`config.mk`:
```
export PLATFORM = sky130hd
export DESIGN_NAME = bf_1b_flat
export DESIGN_NICKNAME = d
export VERILOG_FILES = /design/src/rtl/bf_1b_if.sv /design/src/rtl/bf_1b.sv /design/src/flat_wrapper.sv
export SDC_FILE = /design/constraint.sdc
export NUM_CORES = 1
export LEC_CHECK = 0
export BUFFER_PORTS_ARGS = -buffer_cell sky130_fd_sc_hd__buf_2
export CORE_AREA = 2 2 39 41
export CTS_CLUSTER_DIAMETER = 40
export DETAILED_ROUTE_END_ITERATION = 10
export DIE_AREA = 0 0 41 43
export PLACE_DENSITY = 0.61
export SKIP_LAST_GASP = 1
export SLEW_MARGIN = 10
export SYNTH_ARGS = -nofsm -noshare
export SYNTH_HDL_FRONTEND = slang
export SYNTH_SLANG_ARGS = --single-unit
```
`constraint.sdc`:
```
create_clock -name clk -period 2.3 [get_ports clk]
set_input_delay 0.46 -clock clk [delete_from_list [all_inputs] [get_ports clk]]
set_output_delay 0.46 -clock clk [all_outputs]
set_load 0.05 [all_outputs]
```
`src/rtl/bf_1b_if.sv`:
```
// Signal bundle for the bf_1b Boolean function unit: function inputs,
// truth-table load/readback and the registered result.
interface bf_1b_if;
    logic       a;
    logic       b;
    logic       c;
    logic       tt_we;
    logic [7:0] tt_wdata;
    logic [7:0] tt_rdata;
    logic       x;

    modport master (
        output a, b, c, tt_we, tt_wdata,
        input  tt_rdata, x
    );

    modport slave (
        input  a, b, c, tt_we, tt_wdata,
        output tt_rdata, x
    );
endinterface

```
`src/rtl/bf_1b.sv`:
```
// 1-bit, 3-input Boolean function unit: x = tt[{a,b,c}], registered, with a reloadable table.
// Optional INPUT_SYNC_EN adds a 2-flop synchronizer on a/b/c (3 clk input-to-x latency).
module bf_1b #(
    parameter logic [7:0] DEFAULT_TT = 8'hCA
) (
    input  logic   clk,
    input  logic   rst_n,
    bf_1b_if.slave bus
);

    logic [7:0] tt_q, tt_d;
    logic       x_q, x_d;
    logic [2:0] idx;

`ifdef INPUT_SYNC_EN
    logic [2:0] sync1_q, sync1_d;
    logic [2:0] sync2_q, sync2_d;

    always_comb begin
        sync1_d = {bus.a, bus.b, bus.c};
        sync2_d = sync1_q;
        idx     = sync2_q;
    end

    always_ff @(posedge clk) begin
        if (!rst_n) begin
            sync1_q <= '0;
            sync2_q <= '0;
        end else begin
            sync1_q <= sync1_d;
            sync2_q <= sync2_d;
        end
    end
`else
    always_comb begin
        idx = {bus.a, bus.b, bus.c};
    end
`endif

    // Output reads tt_q (pre-edge table), so a same-edge write affects only later edges.
    always_comb begin
        tt_d = tt_q;
        if (bus.tt_we) begin
            tt_d = bus.tt_wdata;
        end
        x_d = tt_q[idx];
    end

    always_ff @(posedge clk) begin
        if (!rst_n) begin
            tt_q <= DEFAULT_TT;
            x_q  <= 1'b0;
        end else begin
            tt_q <= tt_d;
            x_q  <= x_d;
        end
    end

    assign bus.tt_rdata = tt_q;
    assign bus.x        = x_q;

endmodule

```
`src/flat_wrapper.sv`:
```
// flat-port wrapper written by rule: the top's interface ports become plain ports
module bf_1b_flat 
#(
    parameter logic [7:0] DEFAULT_TT = 8'hCA
)
  (clk, rst_n, bus_a, bus_b, bus_c, bus_tt_we, bus_tt_wdata, bus_tt_rdata, bus_x);
  bf_1b_if bus_i ();
  input  logic clk;
  input  logic rst_n;
  input wire logic [$bits(bus_i.a)-1:0] bus_a;
  input wire logic [$bits(bus_i.b)-1:0] bus_b;
  input wire logic [$bits(bus_i.c)-1:0] bus_c;
  input wire logic [$bits(bus_i.tt_we)-1:0] bus_tt_we;
  input wire logic [$bits(bus_i.tt_wdata)-1:0] bus_tt_wdata;
  output wire logic [$bits(bus_i.tt_rdata)-1:0] bus_tt_rdata;
  output wire logic [$bits(bus_i.x)-1:0] bus_x;
  assign bus_i.a = bus_a;
  assign bus_i.b = bus_b;
  assign bus_i.c = bus_c;
  assign bus_i.tt_we = bus_tt_we;
  assign bus_i.tt_wdata = bus_tt_wdata;
  assign bus_tt_rdata = bus_i.tt_rdata;
  assign bus_x = bus_i.x;
  bf_1b #(.DEFAULT_TT(DEFAULT_TT)) u_core (.clk(clk), .rst_n(rst_n), .bus(bus_i));
endmodule
```
Word level (Yosys, flattened, before mapping)
Index checks and enable logic that the tools add are counted.

word-level totals
  register bits = 9
  input bits = 14
  logic and storage cells = 5

cells by class
  order comparisons = 1
  muxes and demuxes = 2

operators with widths
  operator                                                              count
  3-bit by 4-bit < comparator with 1-bit output, second input constant  1
  1-bit binary-select mux with 3-bit select                             1
  1-bit two-way mux                                                     1

Logic depth before layout (Yosys ltp)
Gate-level depths: netlist of the first run.

  word-level depth = 2
  gate-level depth with buffers = 3
  mapped depth without buffers = 3

Worst setup path before layout of the first run
OpenSTA, ideal clock, no wires.

  kind = register to register
  start point = register u_core.tt_q[3], in the netlist u_core.bus.tt_rdata[3]
  end point = register u_core.x_q, in the netlist u_core.bus.x
  data arrival time = 1142 ps
  setup slack = 1030 ps
  stages on the path, launching flop included = 4
  period minus slack after synthesis = 1270 ps
  path through = dfxtp_1 mux4_1 nor2_1 a311oi_1

between the ends
  cells in the longest elaborated chain, start to end = 2

RTL lines
  item                                       line         text
  start: declaration                         bf_1b.sv:11  logic [7:0] tt_q, tt_d;
  start signal: assignment                   bf_1b.sv:54  tt_q <= tt_d;
  1-bit binary-select mux with 3-bit select  bf_1b.sv:46  x_d = tt_q[idx];
  1-bit two-way mux (not written as such)    bf_1b.sv:46
  end signal: assignment                     bf_1b.sv:52  x_q <= 1'b0;
  end signal: assignment                     bf_1b.sv:55  x_q <= x_d;
  end: declaration                           bf_1b.sv:12  logic x_q, x_d;

No other way between the ends. The select of a mux whose other input is x is not followed.
A chain may end at the register's enable or synchronous reset.

Worst setup path after layout of the first run
  start point = register u_core.tt_q[3], in the netlist u_core.bus.tt_rdata[3]
  end point = output bus_tt_rdata[3]

RTL lines
  item              line                text
  end: declaration  flat_wrapper.sv:15  output wire logic [$bits(bus_i.tt_rdata)-1:0] bus_tt_rdata;

No word-level cell between the ends.

==> results of run 1 <==
==> final cells by class <==
type	count	area share, %
multi-input combinational	22	35.5
sequential	9	34.1
timing repair buffer	22	20.9
clock buffer	4	4.98
tap	16	3.79
inverter	1	0.711
==> where the power goes <==
group | internal [W] | leakage [nW] | switching [W]
clock | 0.0000667 | 0.0150 | 0.0000539
combinational | 0.0000297 | 0.178 | 0.0000544
sequential | 0.000166 | 0.0746 | 0.00000601
==> registers in the layout, summed over array words and instances, names as in the netlist <==
register and count:
u_core.bus.tt_rdata 8, u_core.bus.x 1
==> Yosys cell counts <==
| master | n | area (um2) |
|---|---|---|
| inv_1 | 1 | 3.75 |
| o31ai_1 | 1 | 7.51 |
| dfxtp_1 | 9 | 180 |
| mux2_2 | 1 | 11.3 |
| buf_2 | 1 | 5.00 |
| mux4_1 | 1 | 26.3 |
| mux2i_1 | 9 | 90.1 |
| nor2b_1 | 4 | 25.0 |
| buf_1 | 1 | 3.75 |
| nor2_1 | 1 | 3.75 |
| nand2_1 | 4 | 15.0 |
| a311oi_1 | 1 | 8.76 |
==> cell usage in the layout, fill, tap and decap left out <==
cell type / synthesis / final
buf_2: 1 / 22
mux2i_1: 9 / 9
dfxtp_1: 9 / 9
nor2b_1: 4 / 4
nand2_1: 4 / 4
clkbuf_4: 0 / 3
inv_1: 1 / 1
mux2_2: 1 / 1
o31ai_1: 1 / 1
mux4_1: 1 / 1
nor2_1: 1 / 1
a311oi_1: 1 / 1
clkbuf_1: 0 / 1
==> cells by family after synthesis <==
group / share of synthesized area, %
AOI/OAI and AO/OA: 4.28
and+or+nand+nor: 11.5
muxes: 33.6
buffers and inverters: 3.29
DFF: 47.4
==> worst paths after layout <==
path / start / to / depth (start not counted)
min: bus_tt_wdata[1] / u_core.bus.tt_rdata[1] / 3
max: u_core.bus.tt_rdata[3] / bus_tt_rdata[3] / 1
max reg2reg: u_core.bus.tt_rdata[3] / u_core.bus.x / 3
min reg2reg: u_core.bus.tt_rdata[1] / u_core.bus.tt_rdata[1] / 2
==> per-layer routing <==
layer | track usage (%) | wire [um] | vias to the layer above
met3 | 3.14 | 60 | 0
li1 | - | - | 166
met1 | 12.1 | 353 | 139
met4 | 8.00 | 0 | 0
met2 | 13.8 | 369 | 13
met5 | 0 | 0 | -
==> per-stage QoR <==
step           cell area, um2  util, %  total power (W)  worst slack, ps  instances
4_1_cts                   528     38.2         0.000384              936         74
5_1_grt                   528     38.2         0.000395              913         74
6_report                  528     38.2         0.000377              955         74
3_5_place_dp              502     36.3         0.000261              914         70
3_3_place_gp              502     36.3         0.000260              936         70
2_1_floorplan             380        -         0.000235             1030         34
==> impl_metrics.ini, run 1 <==
[clocking]
cts_buffer_depth = 2
cts_resized = 0
clock-sinks = 9
clkLatencyLatePin_ps = 260
post-cts-setup-buffers = 0
cts_buffers = 3
holdBufCountCts = 0
cts.clk_slew.worst_paths_ps = 60
htree_levels = 1
cts-root-buf = clkbuf_4
cts_tree = yes

[global_route]
grt_usage_pct = 9.99
overflow = 0
grt_pass1_vias = 293
grt_max_degree = 10
grt_pass1_wl_um = 1150
antenna_found_initial = 0

[timing]
setup_viol = 0
whs_ps = 416
finalCriticalPeriod_ps = 1350
skew_ps = 8.21
post-route-period-util_pct = 58.5
slew_viol_final = 0
setup_tns_ps = 0
worst_pin_slew_ps = 246
slew-limit-headroom_pct = 83.6
hold_violations = 0
grt_setup_unrepaired = false
max_freq_ghz = 0.743

[finish]
diodes = 0
drive_above_1_share_pct = 44.8
layout.nets = 73
multi_input_area_um2 = 188
regArea_um2 = 180
syn_to_final_growth_pct = 38.8
nFillCells = 146

[synthesis]
synth_cell_type_count = 12
synth_seq_cells = 9
synth-seq-area-share_pct = 47.4
yosysWarningCount = 0
syn_nets = 48
syn_inst = 34
synth.avg_cell_area_um2 = 11.2
netlist_area_um2 = 380

[pwr]
power_density_nw_per_um2 = 714
p_leak_nw = 0.268
ir_worst_vdd_v = 0.000248

[floorplan]
die_y_um = 43
die_area_um2 = 1760
core_um2 = 1380
rows = 14
start_util_pct = 27.5
die_w_um = 41
io_pins = 23

[route]
vias = 318
drc_errors = 0
wire_per_inst_um = 10.6
drt_iter0_markers = 2
ant_nets = 0
routed_wl_um = 783
routed_via_density = 4.30
dr.pass1.iters = 2

[worst_setup_path]
critPathLaunchType = flip-flop
critPathRequiredTime_ps = 1840
reg2reg_slack_ps = 1220
critPathMaxFanout = 3
setup.worst_path.class = reg -> out
critPathMaxStageDelay_ps = 360
cp-end-kind = output port
cp_data_arrival_time_ps = 890
crit_path_cell_trace = buf_2
critical-path-slowest-cell = dfxtp_1
critPathTopFamily = flip-flops
critPathBufInv = 1

[placement]
place.port_buffers = 22
gp_congestion = 0.690

[job]
max-cap-violations = 0

[min_path]
hp-class = in -> reg

[run_status]
outcome = completed
Power figures use the tool's default switching activity.
==> run 2, diff against run 1 <==
ABC_AREA = 1   (was unset)
clock period = 1.35 ns   (was 2.3 ns; I/O delays follow)
==> run 2 against run 1 <==
  * Via count increased by 30%
  * Synthesized cell count is 62% higher
  * Sequential power rose by 70%
  * Critical path type unchanged
  * Largest cell class is now flip-flops and latches
  * Area after synthesis up 1.6%
  * Sequential share of layout area fell by 0.24 points
  * Global-route usage rose by 2.8 points
==> impl_metrics.ini, run 2 <==
[global_route]
grt_max_degree = 10
grt_usage_pct = 12.8
overflow = 0
antenna_found_initial = 0
grt_pass1_wl_um = 1540
grt_pass1_vias = 387

[pwr]
power_density_nw_per_um2 = 1240
ir_worst_vdd_v = 0.000412
p_leak_nw = 0.300

[synthesis]
syn_inst = 55
synthFlopType = dfxtp_1
synth.avg_cell_area_um2 = 7.03
yosysWarningCount = 0
synthSimpleGateAreaFrac_pct = 18.1
synth_top_family_by_area = compound AO/OA/AOI/OAI gates
yosysTopAreaCellShare_pct = 46.6
netlist_area_um2 = 387
yosys-top-cells-area = dfxtp_1 (47%), inv_1 (11%), a21oi_1 (10%), o21ai_0 (10%), nand2_1 (9.7%)
async_reset_ff_share_pct = 0
synth_cell_type_count = 9
synth-seq-area-share_pct = 46.6
synth_compound_gate_area_share_pct = 20.7
yosysTopAreaCell = dfxtp_1
synth.area.mux_share_pct = 0
synth-adder-area-share_pct = 0
synth.most_common_cell = inv_1
syn_nets = 69
synthTopCellsByCount = inv_1 (11), nand2_1 (10), dfxtp_1 (9)
synth_seq_cells = 9
synthXorXnorAreaFrac_pct = 0
synth_edf_count = 0

[clocking]
holdBufCountCts = 0
cts_resized = 0
cts_buffer_depth = 2
post-cts-setup-buffers = 0
cts.clk_slew.worst_paths_ps = 60
clkLatencyLatePin_ps = 250
cts-root-buf = clkbuf_4
clock-sinks = 9
cts_buffers = 3
htree_levels = 1
cts_tree = yes

[placement]
post-dp-hpwl_um = 694
gp_congestion = 0.680
place.port_buffers = 22

[floorplan]
die_w_um = 41
die_area_um2 = 1760
core_um2 = 1380
start_util_pct = 27.9
rows = 14
die_y_um = 43
io_pins = 23

[timing]
hold_violations = 0
setup_tns_ps = 0
setup_viol = 0
finalCriticalPeriod_ps = 1120
slew_viol_final = 0
grt_setup_unrepaired = false
whs_ps = 227
worst_pin_slew_ps = 250
post-route-period-util_pct = 83.2
slew-limit-headroom_pct = 83.4
max_freq_ghz = 0.891
skew_ps = 0.664

[worst_setup_path]
setup.worst_path.class = reg -> out
critPathMaxStageDelay_ps = 330
cp_data_arrival_time_ps = 850
crit_path_cell_trace = buf_2
critPathMaxFanout = 2
cp-end-kind = output port
critPathRequiredTime_ps = 1080
critical-path-slowest-cell = dfxtp_1
critPathBufInv = 1
critPathTopFamily = flip-flops
critPathLaunchType = flip-flop

[job]
max-cap-violations = 0

[route]
routed_wl_um = 857
drc_errors = 0
drt_iter0_markers = 1
wire_per_inst_um = 8.93
vias = 413
dr.pass1.iters = 4
routed_via_density = 4.30
ant_nets = 0

[run_status]
outcome = completed

[finish]
diodes = 0
nFillCells = 163
final_common_cell = buf_2
regArea_um2 = 180
final_cell_mix = buf_2 (22), inv_1 (11), nand2_1 (10), dfxtp_1 (9)
syn_to_final_growth_pct = 37.5
multi_input_area_um2 = 150
largest_reg_flops = 8
drive_above_1_share_pct = 32.5
layout.nets = 95

[min_path]
hp-class = in -> reg
==> run 2: changes by cell type in the layout (fill, tap and decap cells not counted), moves of 4 or more <==
cell     delta
nand2_1     +6
inv_1      +10
nand3_1     +5
nor2b_1     -4
a21oi_1     +8
o21ai_0     +8
mux2i_1     -9
==> run 2: worst paths after layout <==
path / slack, ps / depth (start not counted) / to / startpoint
max: 230 / 1 / bus_tt_rdata[5] / u_core.bus.tt_rdata[5]
min reg2reg: 470 / 2 / u_core.bus.tt_rdata[7] / u_core.bus.tt_rdata[7]
max reg2reg: 570 / 6 / u_core.bus.x / u_core.bus.tt_rdata[1]
min: 230 / 3 / u_core.bus.tt_rdata[6] / bus_tt_wdata[6]
==> run 2: power breakdown <==
part / switching [W] / leakage [nW] / internal, W
clock: 0.0000934 / 0.0150 / 0.000114
sequential: 0.00000752 / 0.0750 / 0.000285
combinational: 0.000115 / 0.210 / 0.0000448
==> run 2: layout make-up <==
cell class,count,share of cell area (%)
repair buffers,22,20.7
flip-flops and latches,9,33.9
clock buffers,4,4.94
inverters,12,8.47
well taps,16,3.76
multi-input cells,33,28.2
==> run 2: worst reg2reg max path, delay by kind of cell, from the launching register on <==
family / cells / cell delay, ps
flops: 1 / 310
simple gates: 5 / 310
buf+inv: 1 / 60
==> run 2: logic make-up after synthesis <==
family,count (synthesis)
AND/OR/NAND/NOR,17
AO/OA/AOI/OAI,16
buffers and inverters,13
flip-flops,9
==> run 2: layer usage <==
| metal | GRT usage (%) | vias up | share of wire [%] | wire length, um |
|---|---|---|---|---|
| met4 | 8.00 | 0 | 0 | 0 |
| li1 | - | 226 | - | - |
| met5 | 0 | - | 0 | 0 |
| met1 | 16.8 | 177 | 46 | 393 |
| met3 | 3.14 | 0 | 3.9 | 33 |
| met2 | 17.8 | 10 | 50 | 430 |
==> run 2: through the flow <==
step           instance area, um2  util, %  std cells  total power (W)  setup WS [ps]
2_1_floorplan                 387        -         55         0.000413            273
3_3_place_gp                  505     36.5         92         0.000458            464
3_5_place_dp                  505     36.5         92         0.000460            434
4_1_cts                       532     38.4         96         0.000671            217
5_1_grt                       532     38.4         96         0.000716            174
6_report                      532     38.4         96         0.000660            227
==> run 3, diff against run 2 <==
ABC_AREA = 0   (was 1)
PLACE_DENSITY = 0.63   (was 0.61)
clock period = 0.95 ns   (was 1.35 ns; I/O delays follow)
==> run 3 against run 2 <==
  * First-iteration DRC count grew to 8.0 times the previous value
  * Wire length is 9.5% higher
  * The run now ends with setup timing left
  * Sequential cell count stayed put
  * Global-route usage is 0.14 points higher
  * Cell count is 15% lower
  * Clock skew is 3.9 ps higher
  * Largest cell class is now non-clock buffers
  * Highest routed layer is now met4
  * Register-to-register slack worse by 680 ps
  * Setup slack worse by 340 ps
  * Die area stayed put
  * Utilization is 13 points higher
  * Critical path type is now reg -> reg
  * Combinational power is 83% higher
==> impl_metrics.ini, run 3 (synthesized netlist as in run 1, its figures left out) <==
[placement]
dp_slack_ps = -102
place.port_buffers = 22
gp_congestion = 0.624
post-dp-hpwl_um = 627

[worst_setup_path]
cp-endpoint = u_core.bus.x
path_depth = 3
setup.worst_path.class = reg -> reg
critPathMaxFanout = 2
critical-path-slowest-cell = mux4_2
critPathLaunchType = flip-flop
cp-end-kind = flip-flop
critPathMaxStageDelay_ps = 460
r2r_start = u_core.bus.tt_rdata[7]
reg2reg_to = u_core.bus.x
crit_path_cell_trace = mux4_2 > nor2_1 > a311oi_1
reg2reg_slack_ps = -110
worstRegToRegCells = 3
critPathBufInv = 0
cp_data_arrival_time_ps = 1190
critPathTopFamily = multiplexers
critPathRequiredTime_ps = 1080
cp-startpoint = u_core.bus.tt_rdata[7]

[timing]
finalWorstSetupSlack_ps = -112
grt_setup_unrepaired = true
skew_ps = 4.56
hold_violations = 0
whs_ps = 155
slew-limit-headroom_pct = 84.0
max_freq_ghz = 0.942
setup_tns_ps = -429
post-route-period-util_pct = 112
setup_viol = 5
worst_pin_slew_ps = 240
slew_viol_final = 0
finalCriticalPeriod_ps = 1060

[clocking]
htree_levels = 1
cts_tree = yes
cts_buffers = 3
cts_buffer_depth = 2
clkLatencyLatePin_ps = 250
clock-sinks = 9
cts-root-buf = clkbuf_4
cts.clk_slew.worst_paths_ps = 60

[floorplan]
io_pins = 23
rows = 14
core_um2 = 1380
die_w_um = 41
start_util_pct = 27.5
die_area_um2 = 1760
die_y_um = 43

[pwr]
p_int_w = 0.000706
p_leak_nw = 0.339
ir_worst_vdd_v = 0.000627
power_density_nw_per_um2 = 1410
p_sw_w = 0.000291
clock_power_share_pct = 28.8
pwr-share-seq_pct = 41.8
switching_share_pct = 29.2
p_comb_share_pct = 29.4
total_power_w = 0.000998

[route]
dr.pass1.iters = 4
routed_wl_um = 938
routed_via_density = 4.51
ant_nets = 0
drt_iter0_markers = 8
drc_errors = 0
vias = 370
wire_per_inst_um = 11.4

[finish]
diodes = 0
layout.nets = 81
final_cell_mix = buf_2 (13), mux2i_1 (9), buf_8 (8), buf_6 (5)
syn_to_final_growth_pct = 85.5
largest_reg_flops = 8
drive_above_1_share_pct = 65.2
final_common_cell = buf_2

[global_route]
antenna_found_initial = 0
overflow = 0
grt_usage_pct = 12.9
grt_max_degree = 10
grt_pass1_vias = 377
grt_pass1_wl_um = 1460

[run_status]
violations = setup timing
outcome = finished with violations

[job]
max-cap-violations = 0

[min_path]
hp-class = in -> reg
==> run 3: power by group through the flow <==
stage / logic [W] / clock network, W / registers, W
after CTS: 0.000289 / 0.000308 / 0.000417
after detailed placement: 0.000229 / 0 / 0.000419
after floorplan: 0.0000629 / 0 / 0.000506
after global placement: 0.000228 / 0 / 0.000419
after global routing: 0.000313 / 0.000329 / 0.000420
final: 0.000293 / 0.000287 / 0.000417
==> run 3: metrics by stage <==
step | area [um2] | util, % | cells
5_1_grt | 706 | 51.0 | 82
2_1_floorplan | 394 | - | 34
6_report | 706 | 51.0 | 82
4_1_cts | 702 | 50.7 | 82
3_5_place_dp | 561 | 40.5 | 76
3_3_place_gp | 561 | 40.5 | 76
==> run 3: what timing repair did <==
item	4_1_cts	5_1_grt
hold buffers	0	0
setup endpoints to repair	10	10
gates resized for setup	31	1
setup buffers	2	0
==> run 3: worst min-delay path by stage <==
stage	slack, ps	cells past startpoint	from	endpoint
floorplan	300	1	bus_c	u_core.bus.x
global placement	410	3	bus_tt_wdata[6]	u_core.bus.tt_rdata[6]
detailed placement	410	3	bus_tt_wdata[6]	u_core.bus.tt_rdata[6]
CTS	140	3	bus_tt_wdata[6]	u_core.bus.tt_rdata[6]
global route	160	3	bus_tt_wdata[3]	u_core.bus.tt_rdata[3]
finish	150	3	bus_tt_wdata[6]	u_core.bus.tt_rdata[6]
==> run 3: metal layers <==
metal  vias up  global-route usage [%]  part of all wire [%]
li1        182                       -                     -
met1       169                    13.4                    38
met2        17                    20.6                    51
met3         2                    4.71                   8.7
met4         0                    8.00                   1.6
met5         -                       0                     0
==> run 3: cell type report <==
class | instances | area [um2]
inverters | 1 | 3.75
repair buffers | 30 | 272
well taps | 16 | 20.0
fillers | 129 | 678
flip-flops and latches | 9 | 200
clock buffers | 4 | 26.3
multi-input cells | 22 | 184
==> run 3: worst reg2reg max path: cells and delay by family (launching register included) <==
family / cells / cell delay, ps
flip-flops: 1 / 340
multiplexers: 1 / 460
AO/OA/AOI/OAI: 1 / 50
AND/OR/NAND/NOR: 1 / 90
